--- src/rtl/blck_builder_ctrl_pkg.sv ---
// Shared types and sizing helpers for the block builder controller.
// Imported by the controller and by anything that pairs with it.
package blck_builder_ctrl_pkg;

    typedef enum logic [1:0] {
        FILL = 2'd0,
        PAD  = 2'd1,
        FULL = 2'd2
    } state_t;

    function automatic int nwords(input int bus_size, input int blck_size);
        return blck_size / bus_size;
    endfunction

    // Keep the counter at least one bit wide for single-word blocks.
    function automatic int cnt_w(input int n);
        return (n > 1) ? $clog2(n) : 1;
    endfunction

endpackage

--- src/rtl/blck_builder_ctrl.sv ---
// Sequences the block builder datapath: fill from the bus, pad to the
// block boundary, then hold the completed block until it is consumed.
module blck_builder_ctrl
    import blck_builder_ctrl_pkg::*;
#(
    parameter int BUS_SIZE  = 32,
    parameter int BLCK_SIZE = 256
) (
    input  logic                  clk,
    input  logic                  rst,
    input  logic                  data_in_valid,
    input  logic                  data_in_last,
    input  logic [BUS_SIZE/8-1:0] data_in_validity,
    output logic                  data_in_ready,
    input  logic                  blck_out_ready,
    output logic                  blck_out_valid,
    output logic                  blck_out_last,
    output logic                  blck_out_padded,
    output logic                  en_update,
    output logic                  en_padding,
    output logic                  flag_cnst_add_done
);

    localparam int NWORDS = nwords(BUS_SIZE, BLCK_SIZE);
    localparam int CNT_W  = cnt_w(NWORDS);
    localparam int VW     = BUS_SIZE / 8;

    localparam logic [VW-1:0]    FULLV   = '1;
    localparam logic [CNT_W-1:0] CNT_MAX = CNT_W'(NWORDS - 1);
    localparam logic [CNT_W-1:0] CNT_ONE = CNT_W'(1);

    state_t           state_q, state_d;
    logic [CNT_W-1:0] cnt_q, cnt_d;
    logic             cst_q, cst_d;
    logic             last_q, last_d;
    logic             pad_q, pad_d;
    logic             partial;

    assign partial = (data_in_validity != FULLV);

    always_ff @(posedge clk) begin
        if (rst) begin
            state_q <= FILL;
            cnt_q   <= '0;
            cst_q   <= 1'b0;
            last_q  <= 1'b0;
            pad_q   <= 1'b0;
        end else begin
            state_q <= state_d;
            cnt_q   <= cnt_d;
            cst_q   <= cst_d;
            last_q  <= last_d;
            pad_q   <= pad_d;
        end
    end

    always_comb begin
        state_d            = state_q;
        cnt_d              = cnt_q;
        cst_d              = cst_q;
        last_d             = last_q;
        pad_d              = pad_q;
        data_in_ready      = 1'b0;
        blck_out_valid     = 1'b0;
        blck_out_last      = 1'b0;
        blck_out_padded    = 1'b0;
        en_update          = 1'b0;
        en_padding         = 1'b0;
        flag_cnst_add_done = 1'b0;

        // Outputs are forced low for the whole reset, not just after it.
        if (!rst) begin
            unique case (state_q)
                FILL: begin
                    data_in_ready = 1'b1;
                    en_update     = data_in_valid;
                    if (data_in_valid) begin
                        if (cnt_q == CNT_MAX) begin
                            state_d = FULL;
                            last_d  = data_in_last;
                            pad_d   = data_in_last & partial;
                        end else begin
                            cnt_d = cnt_q + CNT_ONE;
                            if (data_in_last) begin
                                state_d = PAD;
                                cst_d   = partial;
                                last_d  = 1'b1;
                                pad_d   = 1'b1;
                            end
                        end
                    end
                end
                PAD: begin
                    en_update          = 1'b1;
                    en_padding         = 1'b1;
                    flag_cnst_add_done = cst_q;
                    cst_d              = 1'b1;
                    if (cnt_q == CNT_MAX) begin
                        state_d = FULL;
                    end else begin
                        cnt_d = cnt_q + CNT_ONE;
                    end
                end
                FULL: begin
                    blck_out_valid  = 1'b1;
                    blck_out_last   = last_q;
                    blck_out_padded = pad_q;
                    if (blck_out_ready) begin
                        state_d = FILL;
                        cnt_d   = '0;
                        cst_d   = 1'b0;
                        last_d  = 1'b0;
                        pad_d   = 1'b0;
                    end
                end
                default: begin
                    state_d = FILL;
                    cnt_d   = '0;
                end
            endcase
        end
    end

endmodule

--- config.mk ---
export PLATFORM = sky130hd
export DESIGN_NAME = blck_builder_ctrl
export DESIGN_NICKNAME = d
export VERILOG_FILES = /design/src/rtl/blck_builder_ctrl_pkg.sv /design/src/rtl/blck_builder_ctrl.sv
export SDC_FILE = /design/constraint.sdc
export NUM_CORES = 1
export LEC_CHECK = 0
export CORE_MARGIN = 2
export CORE_UTILIZATION = 45
export DETAILED_ROUTE_END_ITERATION = 10
export GPL_TIMING_DRIVEN = 1
export HOLD_SLACK_MARGIN = 0.02
export PLACE_DENSITY = 0.75
export SYNTH_ARGS = -nofsm -noshare
export SYNTH_HDL_FRONTEND = slang
export SYNTH_SLANG_ARGS = --single-unit
--- constraint.sdc ---
create_clock -name clk -period 1.9 [get_ports clk]
set_input_delay 0.38 -clock clk [delete_from_list [all_inputs] [get_ports clk]]
set_output_delay 0.38 -clock clk [all_outputs]
set_load 0.03 [all_outputs]
==> run summary <==
Vias after detailed routing: 569
Post-DP HPWL: 1000 µm
Pre-CTS setup slack: 0.0670 ns
Worst-Skew Late Latency: 0.26 ns
Vias per cell: 5.63
Crit. End Element: output port
CP startpoint: state_q[1]
Initial drt markers: 15
Setup bufs post-CTS: 0
Clock skew: 0.00189 ns
Cells after synthesis: 69
Max clock buf depth: 2
Synthesized area: 593 µm²
Setup violators final: 0
Root buf cell: clkbuf_4
Routability cong.: 0.784
Worst Tran Pin Value: 0.412 ns
Status: complete, no violations
DRC viols: 0
Die area: 1620 µm²
Highest clock rate: 0.544 GHz
WP data required: 1.52 ns
Met2 Use GR: 32.3%
CP Class: reg2out
Vias in the first global route: 471
Dpl cells: 98
WL final: 1340 µm
Final core utilization: 61.2%
Initial antenna violation count: 0
RSZ-0062 raised after global routing: yes
Max-cap violations: 0
Starting Density: 46.7%
Worst VDD drop: 344 µV
Reg2reg path depth: 6
Io pins: 16
Crit path arrival time: 1.46 ns
Total iterations of the first detailed-routing run: 4
IO buf count: 15
Total power draw: 470 µW
Cell taking the most area after synthesis: dfxtp_1
Slew HR: 72.5%
Core area: 1270 µm²
Synth warn: 0
Met1 Resource Use GR: 20.8%
WL/cell: 13.2 µm
Sequential fraction of the synthesis area: 27.0%
Final critical-path share of the clock period: 96.7%
Setup TNS Final: 0 ns
Reg2Reg Launch Point: cnt_q[0]
PwrDens: 605 nW/µm²
Crit-path max FO: 7
Nets: 103
Setup crit end: flag_cnst_add_done
Antenna viol nets, final: 0
Fin crit period: 1.84 ns
Worst-path clk slew: 0.05 ns
Area grow syn2layout: 31.0%
Post-synth top area share: 27.0%
H-tree Lvls: 1
Leakage: 0.324 nW
Crit path launch type: flop
GRT busiest layer: met2
Largest net degree at the start of global routing: 12
R2R Setup Slk: 0.24 ns
Die W: 40.3 µm
Share of layout cells above drive strength 1: 19.8%
Die Y: 40.3 µm
Net Count, Synth: 84
CTS buffer count: 3
First-pass GRT wire length: 1990 µm
Diode count: 0
Clock Sink Count: 8
Top cells by area, synth: dfxtp_1, ha_1, nor2b_1, o21ai_0, a21oi_1
Final worst slack: 0.0618 ns
Hold Path Class: reg2reg
All-layer global routing usage: 20.2%
Max-slew violations: 0
Met3 Use GR: 10.6%
Worst reg2reg path endpoint: cst_q
GR Overflow Total: 0
Synth cell types: 25
Register bit total from synthesis: 8
Fin cells: 101
Final Hold Fails: 0
Mean post-synth cell area: 8.60 µm²
TritonCTS clock tree: built
Row count: 13
-- worst min-delay path by stage --
| stage | startpoint | end | slack (ns) | cells past startpoint |
|---|---|---|---|---|
| final | pad_q | pad_q | 0.47 | 2 |
| after global routing | pad_q | pad_q | 0.49 | 2 |
| after CTS | pad_q | pad_q | 0.47 | 2 |
| after detailed placement | pad_q | pad_q | 0.46 | 2 |
| after global placement | pad_q | pad_q | 0.46 | 2 |
| after floorplan | last_q | last_q | 0.44 | 2 |
-- flip-flops by register name, summed over array words and instances, names as in the netlist --
name     cells
cnt_q        3
state_q      2
cst_q        1
last_q       1
pad_q        1
-- final cells by class --
| cell class | instances | area [µm²] |
|---|---|---|
| multi-input combinational | 55 | 420 |
| clock buffer | 3 | 22.5 |
| tap | 15 | 18.8 |
| sequential | 8 | 160 |
| timing repair buffer | 16 | 140 |
| fill | 108 | 492 |
| inverter | 4 | 15.0 |
-- worst max-delay path: stages, from the launching register on --
cell     delay, ns
dfxtp_1       0.32
inv_1         0.13
ha_2          0.26
nor2b_2       0.19
and2_1        0.14
buf_4         0.15
-- synthesized netlist by cell type, drive strengths merged --
cell    count
nand2       1
ha          6
a21o        3
buf         1
mux2i       3
a211oi      2
nand3b      1
o22ai       1
nor2b       7
nand4       2
mux2        1
o22a        1
dfxtp       8
a21oi       6
nor2        3
nand4b      2
clkbuf      1
o21ai       7
inv         4
and3b       2
and2        1
or4         2
nand2b      4
-- placed cells by master, fill, tap and decap left out, types with 4 or more instances in the layout --
cell / count
a21oi_1: 6
buf_4: 8
o21ai_0: 7
dfxtp_1: 8
clkdlybuf4s50_1: 8
nand2b_1: 4
ha_1: 4
nor2b_1: 5
inv_1: 4
-- routing by layer --
| metal | part of all wire, % | wire, µm |
|---|---|---|
| met1 | 45 | 598 |
| met2 | 46 | 620 |
| met3 | 6.8 | 91 |
| met4 | 2.0 | 27 |
| met5 | 0 | 0 |
-- cell families after synthesis --
| family | count (synthesis) | synth area share (%) |
|---|---|---|
| simple gates | 25 | 28.3 |
| compound gates | 20 | 20.0 |
| flops | 8 | 27.0 |
| buf+inv | 6 | 5.06 |
| fa+ha+maj | 6 | 12.7 |
| mux | 4 | 6.96 |
-- repair_timing --
action                                  in CTS  in global routing
gates resized for setup                      1                  2
endpoints found under the setup margin       1                  2
hold buffers                                 0                  0
-- power breakdown --
part | total (mW) | internal, mW | switching, mW
logic | 0.141 | 0.0713 | 0.0700
registers | 0.194 | 0.185 | 0.00875
clock network | 0.135 | 0.0726 | 0.0628
total | 0.470 | 0.329 | 0.142
-- through the flow --
step	hold slack [ns]	instance area (µm²)
floorplan	0.444	596
global placement	0.463	739
detailed placement	0.463	739
CTS	0.471	764
global route	0.485	777
finish	0.470	777
Note: power is estimated with default switching activity, not from simulation.
==> variant 1 (same flow settings) <==
Make the reset (`rst`) asynchronous in one clocked block.
--- a/src/rtl/blck_builder_ctrl.sv
+++ b/src/rtl/blck_builder_ctrl.sv
@@ -40,3 +40,3 @@
 
-    always_ff @(posedge clk) begin
+    always_ff @(posedge clk or posedge rst) begin
         if (rst) begin
Behaviour: same outputs for any inputs over 10 cycles, from zero or initial values and one cycle with rst high; that may be too few to reach the edited logic, so the function may still have changed.
==> variant 1 against the unedited design <==
  * First-iteration DRC count decreased by 53%
  * Die area fell by 6.3%
  * Setup slack improved by 20 ps
  * Routed wire length down 13%
  * Final cell count shrank 6.9%
  * Final area up 0.16%
  * Largest cell class unchanged
  * Critical endpoint unchanged
  * Sequential cell count stayed put
  * Synthesized area shrank 7.0%
  * Utilization grew 7.9 points
  * Sequential share of layout area up 5.1 points
  * Synthesized cell count is 17% lower
Power is not compared: it rests on default switching activity, and its combinational part moved more than twofold at a synthesized area within 25%.
==> variant 1: results (changes against the unedited design) <==
Logic synthesis:
- The async set or reset register ratio after synthesis is 100% (+100 points).
- The complex-gate fraction of the synthesized area is 24.7% (+4.7 points).
- After synthesis, the cell types taking the most area are sky130_fd_sc_hd__dfrtp_1 36%, sky130_fd_sc_hd__ha_1 11%, sky130_fd_sc_hd__o221ai_4 4.8%, sky130_fd_sc_hd__inv_1 4.1%, sky130_fd_sc_hd__mux2_1 4.1%.
- The adder-cell area share of the yosys netlist came to 11.3% (-1.3 points).
- The total nets after synthesis was 71 (-15%).
- The count of cell types in the netlist is 26 (+4.0%).
- After synthesis, the most frequently instantiated cells are 8 x sky130_fd_sc_hd__dfrtp_1, 6 x sky130_fd_sc_hd__inv_1, 6 x sky130_fd_sc_hd__nor2_1.
- The share of the yosys chip area belonging to registers is 36.3% (+9.3 points).

Timing:
- The relative max-transition margin is 80.4% (+7.9 points).
- The worst clock skew was 2.23 ps (+0.338 ps).

Placement:
- The final estimated routing congestion in global placement was 0.807 (+2.9%).
- The worst slack after detailed placement came to 29.1 ps (-38.0 ps).
- The placed wire-length estimate after detailed placement came to 940 microns (-6.4%).

GRT:
- The number of global-route vias before repair is 488 (+3.6%).
- The maximum number of pins on one net before global-route repair is 9 (-3).

CTS:
- The clock latency on the worst-skew pair came to 240 ps (-20 ps).

Worst setup path:
- In this run the critical register-to-register path is captured at cst_q$_DFFE_PP0P_.
- The minimum setup slack among reg-to-reg paths is 150 ps (-90 ps).
- The largest individual stage delay along the critical path comes from the cell sky130_fd_sc_hd__dfrtp_1.
- The longest individual stage delay on the worst path came to 400 ps (+80 ps).
- The number of cells on the worst reg-to-reg path is 6 (unchanged).
- The peak fanout along the critical path is 5 (-2).
- The critical path's top delay family is flip-flops.
- The start of the worst register-to-register path is cnt_q[0]$_DFFE_PP0P_.
- The first element of the critical path is state_q[1]$_DFFE_PP0P_.

Status:
- The run finished with clean final reports.

Worst hold path:
- The hold-critical path endpoint is pad_q$_DFFE_PP0P_.
- The depth of the worst hold-timing path is 1 (-1).
- The start point of the worst hold path is pad_q$_DFFE_PP0P_.

Routing:
- The initial DRC count is 7 (-8).
- The per-cell via count in the routed design is 5.27 (-6.5%).
- The overall routed net length is 1160 microns (-13%).

Power and ir drop:
- The worst-case IR drop observed on VDD is 0.638 mV.

Layout:
- The layout net count is 96 (-6.8%).
- The share of layout cells above drive strength 1 is 32.5% (+13 points).
-- variant 1: cell count changes in the layout (fill, tap and decap cells not counted), sizes merged, moves of 4 or more --
| cell | unedited run | this run |
|---|---|---|
| a21oi | 6 | 2 |
| o21ai | 7 | 2 |
| nand2b | 4 | 0 |
| dfxtp | 8 | 0 |
| buf | 8 | 12 |
| nor2b | 7 | 1 |
| nand2 | 1 | 5 |
| dfrtp | 0 | 8 |
-- variant 1: layer usage --
| metal | share of wire [%] | vias to the layer above | global-route usage (%) |
|---|---|---|---|
| met5 | 0 | - | 0 |
| met4 | 0.95 | 0 | 10.3 |
| met3 | 4.1 | 2 | 2.31 |
| met2 | 46 | 9 | 32.1 |
| met1 | 48 | 230 | 28.0 |
| li1 | - | 254 | - |
-- variant 1: worst max path at each step --
stage / endpoint / slack (ps) / cells past startpoint
after floorplan: en_update / 60 / 5
after global placement: pad_q$_DFFE_PP0P_ / 50 / 5
after detailed placement: last_q$_DFFE_PP0P_ / 30 / 5
after CTS: blck_out_padded / 5 / 6
after global routing: blck_out_last / -2 / 6
final: flag_cnst_add_done / 80 / 5
-- variant 1: final cells by class --
cell class | count | area, sq um
fill | 96 | 348
timing repair buffer | 20 | 174
sequential | 8 | 200
tap | 14 | 17.5
clock buffer | 3 | 22.5
multi-input combinational | 42 | 338
inverter | 7 | 26.3
-- variant 1: power breakdown --
part / switching, mW / internal, mW / total [mW]
logic: 0.321 / 0.285 / 0.607
registers: 0.0455 / 0.247 / 0.293
clock network: 0.0511 / 0.0718 / 0.123
total: 0.418 / 0.605 / 1.02
-- variant 1: metrics by stage --
stage          instances  hold WS, ps  instance area (sq um)
2_1_floorplan         57          225                    559
3_3_place_gp          90          468                    739
3_5_place_dp          90          467                    739
4_1_cts               93          479                    764
5_1_grt               94          527                    778
6_report              94          474                    778
-- variant 1: logic make-up after synthesis --
| kind of cell | after synthesis |
|---|---|
| simple gates | 19 |
| compound gates | 15 |
| flops | 8 |
| buf+inv | 7 |
| fa+ha+maj | 5 |
| mux | 3 |
-- variant 1: worst reg2reg max path, cell delays in order, from the launching register on --
cell and delay (ps):
sky130_fd_sc_hd__dfrtp_1 400, sky130_fd_sc_hd__ha_1 210, sky130_fd_sc_hd__ha_1 250, sky130_fd_sc_hd__inv_1 180, sky130_fd_sc_hd__nand3_1 90, sky130_fd_sc_hd__a21oi_1 150, sky130_fd_sc_hd__mux2_2 350
-- variant 1: timing repair --
action	4_1_cts	5_1_grt
endpoints found under the hold margin	0	0
endpoints found under the setup margin	2	5
pin swaps	0	2
gates resized for setup	1	3
hold buffers	0	0
buffers inserted	0	1
==> variant 2 (same flow settings) <==
Made on the original files. `BUS_SIZE`: 32 -> 64.
--- a/src/rtl/blck_builder_ctrl.sv
+++ b/src/rtl/blck_builder_ctrl.sv
@@ -5,3 +5,3 @@
 #(
-    parameter int BUS_SIZE  = 32,
+    parameter int BUS_SIZE  = 64,
     parameter int BLCK_SIZE = 256
Ports: changed (resized data_in_validity); port bits go from 16 to 20. The function was not compared with the original's and may differ.
==> variant 2 against the unedited design <==
  * Synthesized area is 9.1% lower
  * First-iteration DRC count down 13%
  * Setup slack better by 24 ps
  * Final area down 1.9%
  * Critical path depth shrank 1
  * Routed wire length grew 6.3%
  * Sequential cell count is 1 lower
Power is not compared: it rests on default switching activity, and its combinational part moved more than twofold at a synthesized area within 25%.
==> variant 2: results (changes against the unedited design) <==
Logic synthesis:
- The share of the yosys chip area belonging to registers came to 26.0% (-1.0 points).
- The average size of a mapped cell is 7.82 sq um (-9.1%).
- The count of cell types in the netlist is 28 (+12%).
- The commonest cells after synthesis are 7 x sky130_fd_sc_hd__a21oi_1, 7 x sky130_fd_sc_hd__dfxtp_1, 7 x sky130_fd_sc_hd__ha_1, 7 x sky130_fd_sc_hd__nor2_1, 6 x sky130_fd_sc_hd__o21ai_0.
- Ranked by total cell area, the synthesized netlist is headed by sky130_fd_sc_hd__dfxtp_1 26%, sky130_fd_sc_hd__ha_1 16%, sky130_fd_sc_hd__a21oi_1 6.5%, sky130_fd_sc_hd__o21ai_0 5.6%, sky130_fd_sc_hd__nor2_1 4.9%.

Layout:
- The final non-filler cell total is 106 (+5.0%).
- The sequential cell count is 7 (-1).
- The count of inverters other than clock inverters in the layout was 7 (+3).
- The count of fill cells added during filler insertion was 101 (-6.5%).
- In the final layout, the registers with the most flip-flops are cnt_q (2), state_q (2).
- The area of combinational cells with multiple inputs is 372 sq um (-12%).

Placement:
- The placement-stage cell area is 733 sq um (-0.85%).
- The number of input and output port buffers inserted is 19 (+4).
- The placed wire-length estimate after detailed placement is 1060 microns (+5.2%).
- The total placed cells including tap cells came to 102 (+4.1%).

Worst setup path:
- The arrival time reported for the critical path endpoint was 1430 ps (-30 ps).
- The critical path's top delay family is buffers and inverters.
- The worst-path cell with the longest stage delay is sky130_fd_sc_hd__clkdlybuf4s50_1.
- The longest individual stage delay on the worst path is 570 ps (+250 ps).
- The minimum setup slack among reg-to-reg paths is 290 ps (+50 ps).

Timing:
- The relative max-transition margin is 78.1% (+5.6 points).
- The clock period minus worst slack is 1810 ps (-24.2 ps).

Routing:
- The length of routed met3 wiring is 68 microns (-25%).
- The initial DRC count is 13 (-2).
- The length of routed met2 wiring is 674 microns (+8.7%).
- The per-cell via count in the routed design came to 5.31 (-5.7%).
- The average wire length per cell after detail routing is 13.4 microns (+1.3%).

GRT:
- The wire length of the first global-routing pass is 2330 microns (+17%).
- The global-route total usage across every layer is 23.4% (+3.2 points).

Status:
- The run finished with clean final reports.

CTS:
- The number of instances resized during post-cts repair is 0 (-1).

Worst hold path:
- The worst hold path begins at last_q$_SDFFE_PP0P_.
==> variant 2: through the flow <==
stage	setup TNS [ps]	hold slack [ps]	total power, mW
global placement	0	462	0.781
finish	0	479	0.947
floorplan	0	444	0.639
global route	-8.78	512	1.03
CTS	0	482	0.932
detailed placement	0	472	0.788
==> variant 2: how the worst min path moves through the flow <==
stage,end,cells after the start
after global routing,last_q$_SDFFE_PP0P_,2
after global placement,last_q$_SDFFE_PP0P_,2
after floorplan,last_q$_SDFFE_PP0P_,2
final,last_q$_SDFFE_PP0P_,2
after CTS,cnt_q[1]$_SDFFE_PP0P_,2
after detailed placement,last_q$_SDFFE_PP0P_,2
==> variant 2: cells by family after synthesis <==
logic type	Yosys count	synth area share, %
flops	7	26.0
buf+inv	8	5.57
fa+ha+maj	7	16.2
mux	2	3.71
compound gates	21	24.6
simple gates	24	23.9
==> variant 2: layer usage <==
layer	up-vias	global-route usage, %
li1	295	-
met1	254	28.9
met4	0	7.76
met2	12	35.8
met3	2	10.4
met5	-	0
